$ cat config.mk
export PLATFORM = sky130hd
export DESIGN_NAME = uart_rx_flat
export DESIGN_NICKNAME = d
export VERILOG_FILES = /design/src/rtl/uart_rx_if.sv /design/src/rtl/uart_rx.sv /design/src/flat_wrapper.sv
export SDC_FILE = /design/constraint.sdc
export NUM_CORES = 1
export LEC_CHECK = 0
export CORE_MARGIN = 5
export CORE_UTILIZATION = 57
export DETAILED_ROUTE_END_ITERATION = 16
export GPL_TIMING_DRIVEN = 0
export PLACE_DENSITY = 0.82
export SYNTH_ARGS = -nofsm -noshare
export SYNTH_HDL_FRONTEND = slang
export SYNTH_SLANG_ARGS = --single-unit
export TNS_END_PERCENT = 5
$ cat constraint.sdc
create_clock -name clk_i -period 4.4 [get_ports clk_i]
set_input_delay 0.88 -clock clk_i [delete_from_list [all_inputs] [get_ports clk_i]]
set_output_delay 0.88 -clock clk_i [all_outputs]
set_load 0.01 [all_outputs]
$ cat src/rtl/uart_rx_if.sv
// uart_rx_if: receive-byte handshake bundle between uart_rx and its consumer.
// master = receiver (drives byte/status), slave = consumer (drives data_ack_i).
interface uart_rx_if;
  logic [7:0] data_o;
  logic       data_valid_o;
  logic       data_ack_i;
  logic       frame_err_o;
  logic       overrun_o;
  logic       busy_o;

  modport master (
    output data_o,
    output data_valid_o,
    output frame_err_o,
    output overrun_o,
    output busy_o,
    input  data_ack_i
  );

  modport slave (
    input  data_o,
    input  data_valid_o,
    input  frame_err_o,
    input  overrun_o,
    input  busy_o,
    output data_ack_i
  );
endinterface

$ cat src/rtl/uart_rx.sv
// uart_rx: 8N1 UART receiver on a shared 16x oversampling tick.
// Ports: clk_i, rst_i (sync, active-high), tick_i (oversample strobe),
//   rxd_i (async line, idle high), bus (uart_rx_if.master):
//   data_o, data_valid_o, data_ack_i, frame_err_o, overrun_o, busy_o.
// Option: RX_MAJORITY_EN -> decision samples use 3-tick majority vote.
module uart_rx #(
  parameter int SYNC_STAGES   = 2,
  parameter int TICKS_PER_BIT = 16
) (
  input  logic        clk_i,
  input  logic        rst_i,
  input  logic        tick_i,
  input  logic        rxd_i,
  uart_rx_if.master   bus
);

  localparam int CW = $clog2(TICKS_PER_BIT);
  localparam logic [CW-1:0] MID  = CW'(TICKS_PER_BIT/2 - 1);
  localparam logic [CW-1:0] LAST = CW'(TICKS_PER_BIT - 1);

  typedef enum logic [1:0] {
    IDLE,
    START,
    DATA,
    STOP
  } state_t;

  state_t                 r_state;
  logic [SYNC_STAGES-1:0] r_sync;
  logic [CW-1:0]          r_tick_cnt;
  logic [2:0]             r_bit_cnt;
  logic [7:0]             r_shreg;
  logic [7:0]             r_data;
  logic                   r_valid;
  logic                   r_ferr;
  logic                   r_ovr;
  logic                   r_busy;

  logic w_rxd_s;
  logic w_sample;
  logic w_deliver;

  always_ff @(posedge clk_i) begin
    if (rst_i) r_sync <= '1;
    else       r_sync <= {r_sync[SYNC_STAGES-2:0], rxd_i};
  end

  assign w_rxd_s = r_sync[SYNC_STAGES-1];

`ifdef RX_MAJORITY_EN
  // Two previous tick captures plus the current one form the 3-bit window.
  logic [1:0] r_win;
  logic [2:0] w_win;

  always_ff @(posedge clk_i) begin
    if (rst_i)       r_win <= 2'b11;
    else if (tick_i) r_win <= {r_win[0], w_rxd_s};
  end

  assign w_win    = {r_win, w_rxd_s};
  assign w_sample = (w_win[0] & w_win[1]) |
                    (w_win[0] & w_win[2]) |
                    (w_win[1] & w_win[2]);
`else
  assign w_sample = w_rxd_s;
`endif

  assign w_deliver = tick_i && (r_state == STOP) &&
                     (r_tick_cnt == LAST) && w_sample;

  always_ff @(posedge clk_i) begin
    if (rst_i) begin
      r_state    <= IDLE;
      r_tick_cnt <= '0;
      r_bit_cnt  <= '0;
      r_shreg    <= '0;
      r_busy     <= 1'b0;
      r_ferr     <= 1'b0;
    end else begin
      r_ferr <= 1'b0;
      if (tick_i) begin
        unique case (r_state)
          IDLE: begin
            if (!w_rxd_s) begin
              r_state    <= START;
              r_tick_cnt <= '0;
              r_busy     <= 1'b1;
            end
          end
          START: begin
            if (r_tick_cnt == MID) begin
              r_tick_cnt <= '0;
              r_bit_cnt  <= '0;
              if (!w_sample) begin
                r_state <= DATA;
              end else begin
                r_state <= IDLE;
                r_busy  <= 1'b0;
              end
            end else begin
              r_tick_cnt <= r_tick_cnt + 1'b1;
            end
          end
          DATA: begin
            if (r_tick_cnt == LAST) begin
              r_tick_cnt <= '0;
              r_shreg    <= {w_sample, r_shreg[7:1]};
              r_bit_cnt  <= r_bit_cnt + 3'd1;
              if (r_bit_cnt == 3'd7) r_state <= STOP;
            end else begin
              r_tick_cnt <= r_tick_cnt + 1'b1;
            end
          end
          STOP: begin
            if (r_tick_cnt == LAST) begin
              // Leave at mid stop bit so a back-to-back start is caught.
              r_tick_cnt <= '0;
              r_state    <= IDLE;
              r_busy     <= 1'b0;
              r_ferr     <= !w_sample;
            end else begin
              r_tick_cnt <= r_tick_cnt + 1'b1;
            end
          end
          default: r_state <= IDLE;
        endcase
      end
    end
  end

  // Handshake runs every clock; delivery outranks a plain ack.
  always_ff @(posedge clk_i) begin
    if (rst_i) begin
      r_data  <= 8'h00;
      r_valid <= 1'b0;
      r_ovr   <= 1'b0;
    end else if (w_deliver) begin
      r_data  <= r_shreg;
      r_valid <= 1'b1;
      if (r_valid && !bus.data_ack_i) r_ovr <= 1'b1;
    end else if (bus.data_ack_i && r_valid) begin
      r_valid <= 1'b0;
      r_ovr   <= 1'b0;
    end
  end

  assign bus.data_o       = r_data;
  assign bus.data_valid_o = r_valid;
  assign bus.frame_err_o  = r_ferr;
  assign bus.overrun_o    = r_ovr;
  assign bus.busy_o       = r_busy;

endmodule

$ cat src/flat_wrapper.sv
// flat-port wrapper written by rule: the top's interface ports become plain ports
module uart_rx_flat 
#(
  parameter int SYNC_STAGES   = 2,
  parameter int TICKS_PER_BIT = 16
)
  (clk_i, rst_i, tick_i, rxd_i, bus_data_o, bus_data_valid_o, bus_frame_err_o, bus_overrun_o, bus_busy_o, bus_data_ack_i);
  uart_rx_if bus_i ();
  input  logic clk_i;
  input  logic rst_i;
  input  logic tick_i;
  input  logic rxd_i;
  output wire logic [$bits(bus_i.data_o)-1:0] bus_data_o;
  output wire logic [$bits(bus_i.data_valid_o)-1:0] bus_data_valid_o;
  output wire logic [$bits(bus_i.frame_err_o)-1:0] bus_frame_err_o;
  output wire logic [$bits(bus_i.overrun_o)-1:0] bus_overrun_o;
  output wire logic [$bits(bus_i.busy_o)-1:0] bus_busy_o;
  input wire logic [$bits(bus_i.data_ack_i)-1:0] bus_data_ack_i;
  assign bus_data_o = bus_i.data_o;
  assign bus_data_valid_o = bus_i.data_valid_o;
  assign bus_frame_err_o = bus_i.frame_err_o;
  assign bus_overrun_o = bus_i.overrun_o;
  assign bus_busy_o = bus_i.busy_o;
  assign bus_i.data_ack_i = bus_data_ack_i;
  uart_rx #(.SYNC_STAGES(SYNC_STAGES), .TICKS_PER_BIT(TICKS_PER_BIT)) u_core (.clk_i(clk_i), .rst_i(rst_i), .tick_i(tick_i), .rxd_i(rxd_i), .bus(bus_i));
endmodule
---- After elaboration in Yosys (flattened, before gate mapping) ----
Index checks and enable logic that the tools add are counted.
storage, ports and cells
  input bits .............................. 5
  bits in registers ....................... 31
  output and inout port bits .............. 12
  word-level logic and storage cells ...... 70
operators by class
  muxes and demuxes ....................... 23
  reduce and logical (&&, ||, !) cells .... 19
  equality and inequality tests ........... 13
  bitwise logic cells ..................... 3
  add/sub/neg operators ................... 2
operator list
  operator               count
  $mux W2                6
  $mux W4                3
  $pmux W4 S3            1
  $reduce_and A6 Y1      2
  $mux W1                8
  $ne A2 B1 Y1 const B   4
  $pmux W2 S4            1
  $mux W3                2
  $ne A2 B2 Y1 const B   3
  $pmux W3 S2            1
  $logic_and A1 B1 Y1    5
  $add A4 B1 Y4 const B  1
  $eq A2 B2 Y1 const B   2
  $eq A4 B3 Y1 const B   1
  $eq A4 B4 Y1 const B   1
  $reduce_and A2 Y1      2
  $reduce_and A4 Y1      1
  $reduce_bool A2 Y1     2
  $reduce_or A4 Y1       1
  $add A3 B1 Y3 const B  1
  $eq A3 B3 Y1 const B   1
  $not A1 Y1             3
  $pmux W1 S3            1
  $reduce_and A3 Y1      1
  other kinds (5)        6

---- Longest topological paths before layout ----
  depth after elaboration ................. 6
  gate-level depth with buffers ........... 6
  gate-level depth less buffers ........... 6

---- Worst setup path before layout ----
OpenSTA, ideal clock, no wires.
  path type ............................... input -> register
  from .................................... in tick_i
  to ...................................... reg u_core.r_shreg[0]
  path buffers ............................ 1
  stages .................................. 5
  slack ................................... 2507 ps
  setup time .............................. 128 ps
  data arrival time ....................... 1765 ps
  data required time ...................... 4272 ps
  cells stage by stage .................... buf_2 > nand3_2 > nor3_4 > mux2i_1 > nor2_1
on the way
  word-level cells in the longest chain between the ends .. 1
ends and longest elaborated chain
  element                             RTL line            text
  start, declared                     flat_wrapper.sv:11  input logic tick_i;
  $reduce_and A3 Y1 (no source line)  --
  end signal, assigned                uart_rx.sv:107      r_shreg <= {w_sample, r_shreg[7:1]};
  end, declared                       uart_rx.sv:32       logic [7:0] r_shreg;
No other way between the ends.
A chain may end at the register's enable or synchronous reset.

---- Final worst setup path ----
  from .................................... reg u_core.r_ovr, in the netlist u_core.bus.overrun_o
  to ...................................... out bus_overrun_o
RTL lines
  element                 RTL line            text
  start, declared         uart_rx.sv:36       logic r_ovr;
  start signal, assigned  uart_rx.sv:136      r_ovr <= 1'b0;
  start signal, assigned  uart_rx.sv:140      if (r_valid && !bus.data_ack_i) r_ovr <= 1'b1;
  start signal, assigned  uart_rx.sv:143      r_ovr <= 1'b0;
  end, declared           flat_wrapper.sv:16  output wire logic [$bits(bus_i.overrun_o)-1:0] bus_overrun_o;
No word-level cell between the ends.

==> reports/metrics.csv <==
metric;value;unit
max-slew violations;0;
max_slew headroom;0.633;
CP Buf/Inv Count;1;
die area;0.00346;sq mm
Final #Nets;173;
largest net degree at the start of global routing;11;
setup TNS;0;ns
crit path time final;2.11;ns
post-detail-place hpwl;1.99;mm
hold buffers post-CTS;0;
layout filler cell count;184;
critical-path cell list;clkdlybuf4s50_1;
Layout Skew;0.00549;ns
fmax;475;MHz
CTS tree;yes;
Ant. Diodes;0;
worst-margin pin slew;0.549;ns
Hold Crit Class;flop to flop;
final setup vio count;0;
GRT overflow;0;
Slowest Stage Delay on Critical Path;0.54;ns
static leakage power;0.600;nW
clk slew on worst S/H paths;0.09;ns
Detail Route Antenna Nets;0;
RSZ-0062 raised after global routing;false;
peak supply drop;0.230;mV
I/O Buffers;15;
pwr dens;287;mW/mm^2
Tcrit/Tclk final;0.478;
Synth Cell Area;0.00136;sq mm
Area growth, synth to finish;17.3;%
status;completed;
# DRC;0;
worst skew pair latency;0.32;ns
Fin. Hold Viols;0;
first-pass GRT wire length;4.92;mm
initial antenna violation count;0;
switching share of power;0.229;
GRT Overall Usage;0.185;
CP Max Fanout;3;
Seq/Total Area, Yosys;0.458;
Worst EP arrival;1.23;ns
initial core utilization;0.607;
quantity of gates resized following cts;0;
Overall Power;0.456;mW
Yosys reg bits;31;
register area;621;sq um
worst-path cell with the longest stage delay;clkdlybuf4s50_1;
post-synth cell types;37;
final wirelength;2.77;mm
share of power burned in the clock network;0.339;
Worst EP required;3.52;ns
DRT iter0 DRCs;34;
post-CTS setup buffers;0;
Die Y;58.8;um
ratio of cells with drive above 1 in the final layout;0.114;
Psw;0.105;mW
crit start category;flop;
Syn Nets;151;
Core ar.;0.00223;sq mm
Cells after Synth;143;
Multi-input gate area;666;sq um
H-tree Lvls;2;
synthesized area per cell;9.48;sq um
GP Congestion;0.815;
CTS Buffer Depth;2;
CTS root buffer;clkbuf_4;
Synth warnings;0;
per-cell routed wire length;14.3;um
CTS sink cnt;31;
vias per cell;5.65;
vias in the first global route;1091;
power share of the sequential group;0.621;
CP top delay family;buffers and inverters;
maxcap violations;0;
Gate power share;0.040;
CP Class;flop to output pin;
cts bufs inserted;5;
internal power;0.352;mW
Top Ports;17;
DR pass1 iterations;4;
Vias;1096;
Placement Rows;17;
crit path capture type;output pin;
chip width;58.8;um
-- registers in the layout, indices dropped and copies added (netlist names), named ones only --
signal / cells
u_core.r_tick_cnt: 4
u_core.bus.overrun_o: 1
u_core.bus.frame_err_o: 1
u_core.bus.data_valid_o: 1
u_core.bus.busy_o: 1
u_core.bus.data_o: 8
u_core.r_sync: 2
u_core.r_bit_cnt: 3
u_core.r_shreg: 8
u_core.r_state: 1
-- layout make-up --
cell class / instances / share of cell area
tap: 28 / 0.0220
clock inverter: 1 / 0.00314
buffer: 11 / 0.0369
clock buffer: 7 / 0.0283
sequential: 31 / 0.390
timing repair buffer: 15 / 0.0943
multi-input combinational: 98 / 0.418
inverter: 3 / 0.00708
-- kinds of logic (layout without fill, tap and decap cells) --
| logic type | Yosys count | count (layout) | synth area share |
|---|---|---|---|
| flops | 31 | 31 | 0.458 |
| simple gates | 54 | 54 | 0.215 |
| buf+inv | 14 | 37 | 0.0517 |
| mux | 18 | 18 | 0.133 |
| compound gates | 22 | 22 | 0.109 |
| xor+xnor | 1 | 1 | 0.00646 |
| fa+ha+maj | 3 | 3 | 0.0277 |
-- cell usage after synthesis (all sizes together) --
cell type	n	share of area
xnor2	1	0.0065
nor3	3	0.019
clkbuf	3	0.0083
and4b	1	0.0074
o31a	1	0.0065
nand2	5	0.014
buf	8	0.035
or2	2	0.0092
nand3b	3	0.017
or3b	1	0.0065
dfxtp	31	0.46
and3	1	0.0046
a41oi	1	0.0065
o211ai	1	0.0055
a21oi	9	0.036
o21ai	4	0.015
inv	3	0.0083
a221oi	1	0.011
nand3	4	0.018
nand2b	5	0.023
a211oi	1	0.0055
nand4	2	0.0092
a31oi	1	0.0046
mux2i	18	0.13
o21a	1	0.0055
nor3b	1	0.0055
nand4b	2	0.013
ha	3	0.028
and2	1	0.0046
nor2	23	0.064
a311oi	2	0.013
-- per-layer routing --
| metal | part of all wire | vias to the layer above | track usage |
|---|---|---|---|
| met4 | 0.0083 | 0 | 0.0583 |
| met5 | 0 | - | 0 |
| met2 | 0.51 | 25 | 0.322 |
| li1 | - | 542 | - |
| met1 | 0.43 | 526 | 0.220 |
| met3 | 0.043 | 3 | 0.0482 |
-- stage by stage --
step	hold WS (ns)	util	instances	instance area, sq um	setup slack [ns]
global route	0.454	0.713	194	1590	2.24
CTS	0.429	0.713	194	1590	2.28
global placement	0.396	0.690	186	1540	2.34
floorplan	0.389	-	143	1360	2.51
detailed placement	0.404	0.690	186	1540	2.28
finish	0.427	0.713	194	1590	2.29
-- worst register-to-register path: cells and delay by family, from the launching register on --
family | cells | cell delay (ns)
simple gates | 3 | 0.67
mux | 1 | 0.28
flops | 1 | 0.40
fa+ha+maj | 1 | 0.36
-- final timing paths --
kind	from	endpoint	slack (ns)	cells after the start
worst max-delay path	u_core.bus.overrun_o	bus_overrun_o	2.29	1
worst min-delay path	u_core.r_sync[0]	u_core.r_sync[1]	0.43	1
worst max register to register	u_core.r_tick_cnt[0]	u_core.r_shreg[4]	2.57	5
worst min register to register	u_core.r_sync[0]	u_core.r_sync[1]	0.43	1
-- layout by cell type (no fill, tap or decap), drive strengths merged, types with 2 or more instances in the layout --
cell type,Yosys,layout
nand2b,5,5
nand3,4,4
mux2i,18,18
ha,3,3
nand4,2,2
a311oi,2,2
nand4b,2,2
nor2,23,23
dfxtp,31,31
buf,8,8
or2,2,2
clkdlybuf4s50,0,15
a21oi,9,9
o21ai,4,4
nor3,3,3
clkbuf,3,10
inv,3,3
nand2,5,5
nand3b,3,3
-- power groups by stage --
| stage | Combinational, mW | Sequential [mW] | Clock, mW |
|---|---|---|---|
| after floorplan | 0.0109 | 0.290 | 0 |
| after global placement | 0.0175 | 0.290 | 0 |
| after detailed placement | 0.0179 | 0.290 | 0 |
| after CTS | 0.0181 | 0.283 | 0.159 |
| after global routing | 0.0198 | 0.284 | 0.176 |
| final | 0.0181 | 0.283 | 0.155 |
Power figures use the tool's default switching activity.
